**src/rtl/riscv_lsu.sv**
```systemverilog
// Load/store unit: accepts one core request at a time, drives a single-cycle
// memory access, and returns extended load data or an alignment/legality error.

package riscv_lsu_pkg;
    typedef enum logic [1:0] {
        MASK_B = 2'd0,
        MASK_H = 2'd1,
        MASK_X = 2'd2
    } mask_sel_t;
endpackage

module riscv_lsu
    import riscv_lsu_pkg::*;
#(
    parameter int WORD_LENGTH = 32
) (
    input  logic                   clk,
    input  logic                   rst,
    input  logic                   req_valid,
    output logic                   req_ready,
    input  logic                   req_we,
    input  logic [2:0]             req_funct3,
    input  logic [WORD_LENGTH-1:0] req_addr,
    input  logic [WORD_LENGTH-1:0] req_wdata,
    output logic                   resp_valid,
    input  logic                   resp_ready,
    output logic [WORD_LENGTH-1:0] resp_rdata,
    output logic                   resp_err,
    output logic [WORD_LENGTH-1:0] addr,
    output logic                   write_en,
    output logic [WORD_LENGTH-1:0] wdata,
    output mask_sel_t              ram_mask_sel,
    input  logic [WORD_LENGTH-1:0] dout
);

    typedef enum logic [1:0] {
        IDLE   = 2'd0,
        ACCESS = 2'd1,
        RESP   = 2'd2,
        ERR    = 2'd3
    } state_t;

    state_t                 state_q, state_d;
    logic                   we_q, we_d;
    logic [2:0]             funct3_q, funct3_d;
    logic [WORD_LENGTH-1:0] addr_q, addr_d;
    logic [WORD_LENGTH-1:0] wdata_q, wdata_d;
    logic [WORD_LENGTH-1:0] rdata_q, rdata_d;

    logic                   req_illegal;
    logic                   req_misaligned;
    logic [WORD_LENGTH-1:0] load_ext;

    // Legality and alignment are judged on the live request so the error
    // path can be chosen at the acceptance edge.
    always_comb begin
        req_illegal = 1'b0;
        case (req_funct3)
            3'b011, 3'b110, 3'b111: req_illegal = 1'b1;
            3'b100, 3'b101:         req_illegal = req_we;
            default:                req_illegal = 1'b0;
        endcase
    end

    always_comb begin
        req_misaligned = 1'b0;
        case (req_funct3)
            3'b001, 3'b101: req_misaligned = req_addr[0];
            3'b010:         req_misaligned = (req_addr[1:0] != 2'b00);
            default:        req_misaligned = 1'b0;
        endcase
    end

    always_comb begin
        load_ext = dout;
        case (funct3_q)
            3'b000:  load_ext = {{(WORD_LENGTH-8){dout[7]}}, dout[7:0]};
            3'b100:  load_ext = {{(WORD_LENGTH-8){1'b0}}, dout[7:0]};
            3'b001:  load_ext = {{(WORD_LENGTH-16){dout[15]}}, dout[15:0]};
            3'b101:  load_ext = {{(WORD_LENGTH-16){1'b0}}, dout[15:0]};
            default: load_ext = dout;
        endcase
    end

    always_comb begin
        state_d  = state_q;
        we_d     = we_q;
        funct3_d = funct3_q;
        addr_d   = addr_q;
        wdata_d  = wdata_q;
        rdata_d  = rdata_q;
        case (state_q)
            IDLE: begin
                if (req_valid) begin
                    we_d     = req_we;
                    funct3_d = req_funct3;
                    addr_d   = req_addr;
                    wdata_d  = req_wdata;
                    rdata_d  = '0;
                    state_d  = (req_illegal || req_misaligned) ? ERR : ACCESS;
                end
            end
            ACCESS: begin
                rdata_d = we_q ? '0 : load_ext;
                state_d = RESP;
            end
            RESP, ERR: begin
                if (resp_ready) begin
                    state_d = IDLE;
                end
            end
            default: state_d = IDLE;
        endcase
    end

    always_ff @(posedge clk) begin
        if (rst) begin
            state_q  <= IDLE;
            we_q     <= 1'b0;
            funct3_q <= 3'b000;
            addr_q   <= '0;
            wdata_q  <= '0;
            rdata_q  <= '0;
        end else begin
            state_q  <= state_d;
            we_q     <= we_d;
            funct3_q <= funct3_d;
            addr_q   <= addr_d;
            wdata_q  <= wdata_d;
            rdata_q  <= rdata_d;
        end
    end

    // The memory bus is only live during ACCESS; the write strobe is also
    // gated by reset so an abort cannot leak a write at that edge.
    always_comb begin
        req_ready    = 1'b0;
        resp_valid   = 1'b0;
        resp_err     = 1'b0;
        resp_rdata   = '0;
        addr         = '0;
        wdata        = '0;
        write_en     = 1'b0;
        ram_mask_sel = MASK_X;
        case (state_q)
            IDLE: begin
                req_ready = 1'b1;
            end
            ACCESS: begin
                addr     = addr_q;
                wdata    = wdata_q;
                write_en = we_q && !rst;
                case (funct3_q[1:0])
                    2'b00:   ram_mask_sel = MASK_B;
                    2'b01:   ram_mask_sel = MASK_H;
                    default: ram_mask_sel = MASK_X;
                endcase
            end
            RESP: begin
                resp_valid = 1'b1;
                resp_rdata = rdata_q;
            end
            ERR: begin
                resp_valid = 1'b1;
                resp_err   = 1'b1;
            end
            default: ;
        endcase
    end

endmodule

```
**config.mk**
```make
export PLATFORM = sky130hd
export DESIGN_NAME = riscv_lsu
export DESIGN_NICKNAME = d
export VERILOG_FILES = /design/src/rtl/riscv_lsu.sv
export SDC_FILE = /design/constraint.sdc
export NUM_CORES = 1
export LEC_CHECK = 0
export BUFFER_PORTS_ARGS = -buffer_cell sky130_fd_sc_hd__buf_4
export CAP_MARGIN = 15
export CORE_ASPECT_RATIO = 0.9
export CORE_MARGIN = 1.5
export CORE_UTILIZATION = 40
export CTS_CLUSTER_DIAMETER = 120
export DETAILED_ROUTE_END_ITERATION = 8
export GPL_ROUTABILITY_DRIVEN = 0
export PLACE_DENSITY = 0.84
export SLEW_MARGIN = 0
export SYNTH_ARGS = -nofsm -noshare
export SYNTH_HDL_FRONTEND = slang
export SYNTH_SLANG_ARGS = --single-unit
```
**constraint.sdc**
```tcl
create_clock -name clk -period 1.7 [get_ports clk]
set_clock_uncertainty 0.05 [all_clocks]
set_input_delay 0.17 -clock clk [delete_from_list [all_inputs] [get_ports clk]]
set_output_delay 0.17 -clock clk [all_outputs]
set_load 0.01 [all_outputs]
```
==> implementation parameters <==
Parameter                              Value

Run status
  Outcome    complete, but fails checks
  Violated checks    setup timing

Synth
  Warnings, synthesis    0
  FF+latch count, synth    102
  Portion of the post-synthesis area used by sequential elements    46.6%
  Area share of and/or/nand/nor cells after synthesis    29.0%
  Number of standard cells after synthesis    537
  Post-Synth XOR/XNOR Area    0%
  Largest family of logic cells by synthesized area    simple AND/OR/NAND/NOR gates
  Post-synthesis cell type count    28
  Portion of netlist area occupied by mux cells    0.257%
  Number of nets produced by synthesis    641
  Post-synthesis share of cell area spent on full adders, half adders and majority gates    0%
  Synth Area in Compound Gates    between 10% and 20%
  Mean Syn Cell Area    8.15 µm²
  Mapped cell area    around 4400 µm²

Place
  Placed wire-length estimate    8830 µm
  Count of input and output buffers    a little over 200
  Placed standard-cell area    6080 µm²

Die
  Number of top-level design ports    just over 200
  Floorplan die height    102 µm
  Placeable Area    10800 µm²
  FP Rows    36
  Effective utilization at floorplan    40.7%
  Die ar.    11600 µm²
  Horizontal extent of the die    roughly 110 µm

GRT
  GRT Overall Usage    22.2%
  Initial antenna violation count    0
  Via count of the first global-routing pass    between 4000 and 5000
  Remaining Overflow, GRT    0
  Largest net degree at the start of global routing    56
  Global-route wire length before repair    20200 µm

Critical path
  Largest driver fanout on the critical path    4
  Setup CP Type    reg -> out
  Reg-to-reg endpoint    wdata_q[3]$_SDFFE_PP0P_
  Critical Path Source Type    register
  Reg-to-reg setup timing slack    0.08 ns
  Critical path endpoint category    primary output
  WP data arrival    between 1.5 and 2 ns
  Critical Path RT    1.48 ns
  Critical R2R Launch    state_q[1]$_SDFFE_PP0P_
  Worst Reg2Reg Path Length in Cells    5

CTS
  Clock tree from TritonCTS    yes
  Clock transition at the registers of the reported paths    roughly 0.07 ns
  Maximum count of clock buffers along a single path    2
  H-Tree Depth    3
  Clock latency on the worst-skew pair    roughly 0.34 ns
  TritonCTS Sinks    between 100 and 150
  Clock root buffer    clkbuf_16
  Clock buffer count from CTS    9

Timing
  Final min period    1.78 ns
  Share of the clock period used by the worst path after layout    105%
  Worst-case hold slack    approximately 0.023 ns
  Headroom to the max-slew limit    around three fifths
  Number of max-slew violations in the final report    0
  Number of hold-slack violations in the final timing report    0
  Post-layout worst setup margin    -0.0788 ns
  Setup Viol. Count Final    63
  Unrepaired setup endpoints after global routing    yes
  Sum of negative setup slack    -1.21 ns
  Max Clock Freq    562 MHz
  Pin slew with the least headroom to its limit    between 0.6 and 0.7 ns

Pwr
  Highest ir drop seen on vdd    0.000862 V
  Static leakage    3.11 nW
  Cell Pwr Density    822 nW/µm²
  Post-route total power    0.00573 W

Hold path
  Hold Path Cell Cnt    3
  Hold EP    addr_q[31]$_SDFFE_PP0P_
  Tightest Hold Check Type    in -> reg
  Hold path startpoint    req_addr[31]

Final layout
  Share of layout cells above drive strength 1    around 44%
  Most common library cell in the layout ignoring fill and taps    buf_4
  Commonest cells after routing, fill and taps aside    buf_4 (185), nand2_1 (136), dfxtp_1 (100)
  Layout Cell Area excl Fill    6970 µm²
  Number of diodes added for antenna fixing    0
  Number of nets in the layout    845
  Layout overhead on the synthesized area    59.1%

Routing
  Number of vias per cell after detailed routing    5.05
  Routed Antenna Nets    0
  Drt first-iter violations    roughly 170
  Detailed-router iteration count before antenna repair    4
  Routed WL per cell    15.7 µm
  Total via count in the routed design    4438
  Total Routed Length    13800 µm
  Remaining DRCs    0

Run
  Maximum capacitance violations    0
layer usage:
| metal | up-vias | track usage, % | share of wire, % |
|---|---|---|---|
| met1 | 2093 | 26.0 | 42 |
| li1 | 2169 | - | - |
| met5 | - | 0 | 0 |
| met3 | 18 | 6.11 | 6.2 |
| met2 | 158 | 40.0 | 51 |
| met4 | 0 | 6.63 | 1.5 |
state kept, by name, indices dropped and copies added (netlist names):
register and cells:
state_q 2, addr_q 32, wdata_q 32, rdata_q 32
funct3_q 3, we_q 1
critical path, cell delays in order, from the launching register on:
cell       delay, ns
dfxtp_2         0.33
buf_6           0.12
nor2b_4         0.15
buf_6           0.13
buf_12          0.12
clkbuf_16       0.15
and2_4          0.14
buf_6           0.09
cell families (layout without fill, tap and decap cells):
| logic type | count (synthesis) | count (layout) |
|---|---|---|
| AND/OR/NAND/NOR | 258 | 258 |
| flip-flops | 102 | 102 |
| AO/OA/AOI/OAI | 129 | 129 |
| buffers and inverters | 47 | 256 |
| multiplexers | 1 | 1 |
cells in the mapped netlist, drive strengths merged:
| cell type | count | area, µm² |
|---|---|---|
| and2 | 97 | 607 |
| nor2 | 11 | 41.3 |
| and3b | 1 | 8.76 |
| nand2b | 2 | 12.5 |
| nor3b | 2 | 15.0 |
| or4b | 1 | 13.8 |
| buf | 12 | 77.6 |
| nand2 | 136 | 510 |
| a221oi | 1 | 8.76 |
| a21oi | 93 | 465 |
| or3b | 1 | 8.76 |
| nor2b | 3 | 18.8 |
| or2 | 1 | 6.26 |
| or4 | 1 | 7.51 |
| o2bb2ai | 24 | 273 |
| clkbuf | 34 | 128 |
| inv | 1 | 3.75 |
| nand3 | 1 | 5.00 |
| nor4b | 1 | 15.0 |
| a221o | 1 | 10.0 |
| mux2 | 1 | 11.3 |
| o21bai | 2 | 30.0 |
| dfxtp | 102 | 2040 |
| a22oi | 8 | 60.1 |
timing repair:
item                       CTS  global route
hold buffers                 1             0
hold endpoints to repair     1             0
resized for setup           43            58
setup endpoints to repair   99           115
gates cloned                 5             4
pin swaps                    8            25
buffers inserted             7             1
layout make-up:
cell class | count | area, µm²
inverters | 1 | 3.75
multi-input cells | 388 | 2290
repair buffers | 239 | 2170
fillers | 880 | 3800
well taps | 133 | 166
flip-flops and latches | 102 | 2050
clock buffers | 11 | 253
clock inverters | 5 | 41.3
where the power goes:
part	switching (W)	leakage [nW]	internal (W)	total, W
clock	0.000913	0.139	0.00109	0.00200
combinational	0.000548	2.13	0.000566	0.00111
sequential	0.0000793	0.834	0.00254	0.00262
total	0.00154	3.11	0.00419	0.00573
through the flow:
stage	setup WS (ns)	utilization [%]	instances
2_1_floorplan	0.0453	-	537
3_3_place_gp	0.245	56.5	846
3_5_place_dp	0.193	56.5	846
4_1_cts	-0.0764	62.2	875
5_1_grt	-0.138	64.7	879
6_report	-0.0788	64.7	879
worst max-delay path by stage:
stage                                        from                        to  slack, ns  cells after the start
after CTS                 state_q[1]$_SDFFE_PP0P_                 wdata[13]      -0.08                      7
after detailed placement  state_q[0]$_SDFFE_PP0P_  rdata_q[16]$_SDFFE_PP0P_       0.19                      3
after global placement    state_q[0]$_SDFFE_PP0P_  rdata_q[17]$_SDFFE_PP0P_       0.25                      3
after floorplan           state_q[1]$_SDFFE_PP0P_  rdata_q[21]$_SDFFE_PP0P_       0.05                      6
after global routing      state_q[1]$_SDFFE_PP0P_                  wdata[2]      -0.14                      7
final                     state_q[1]$_SDFFE_PP0P_                  wdata[2]      -0.08                      7
(Power assumes the default switching activity.)
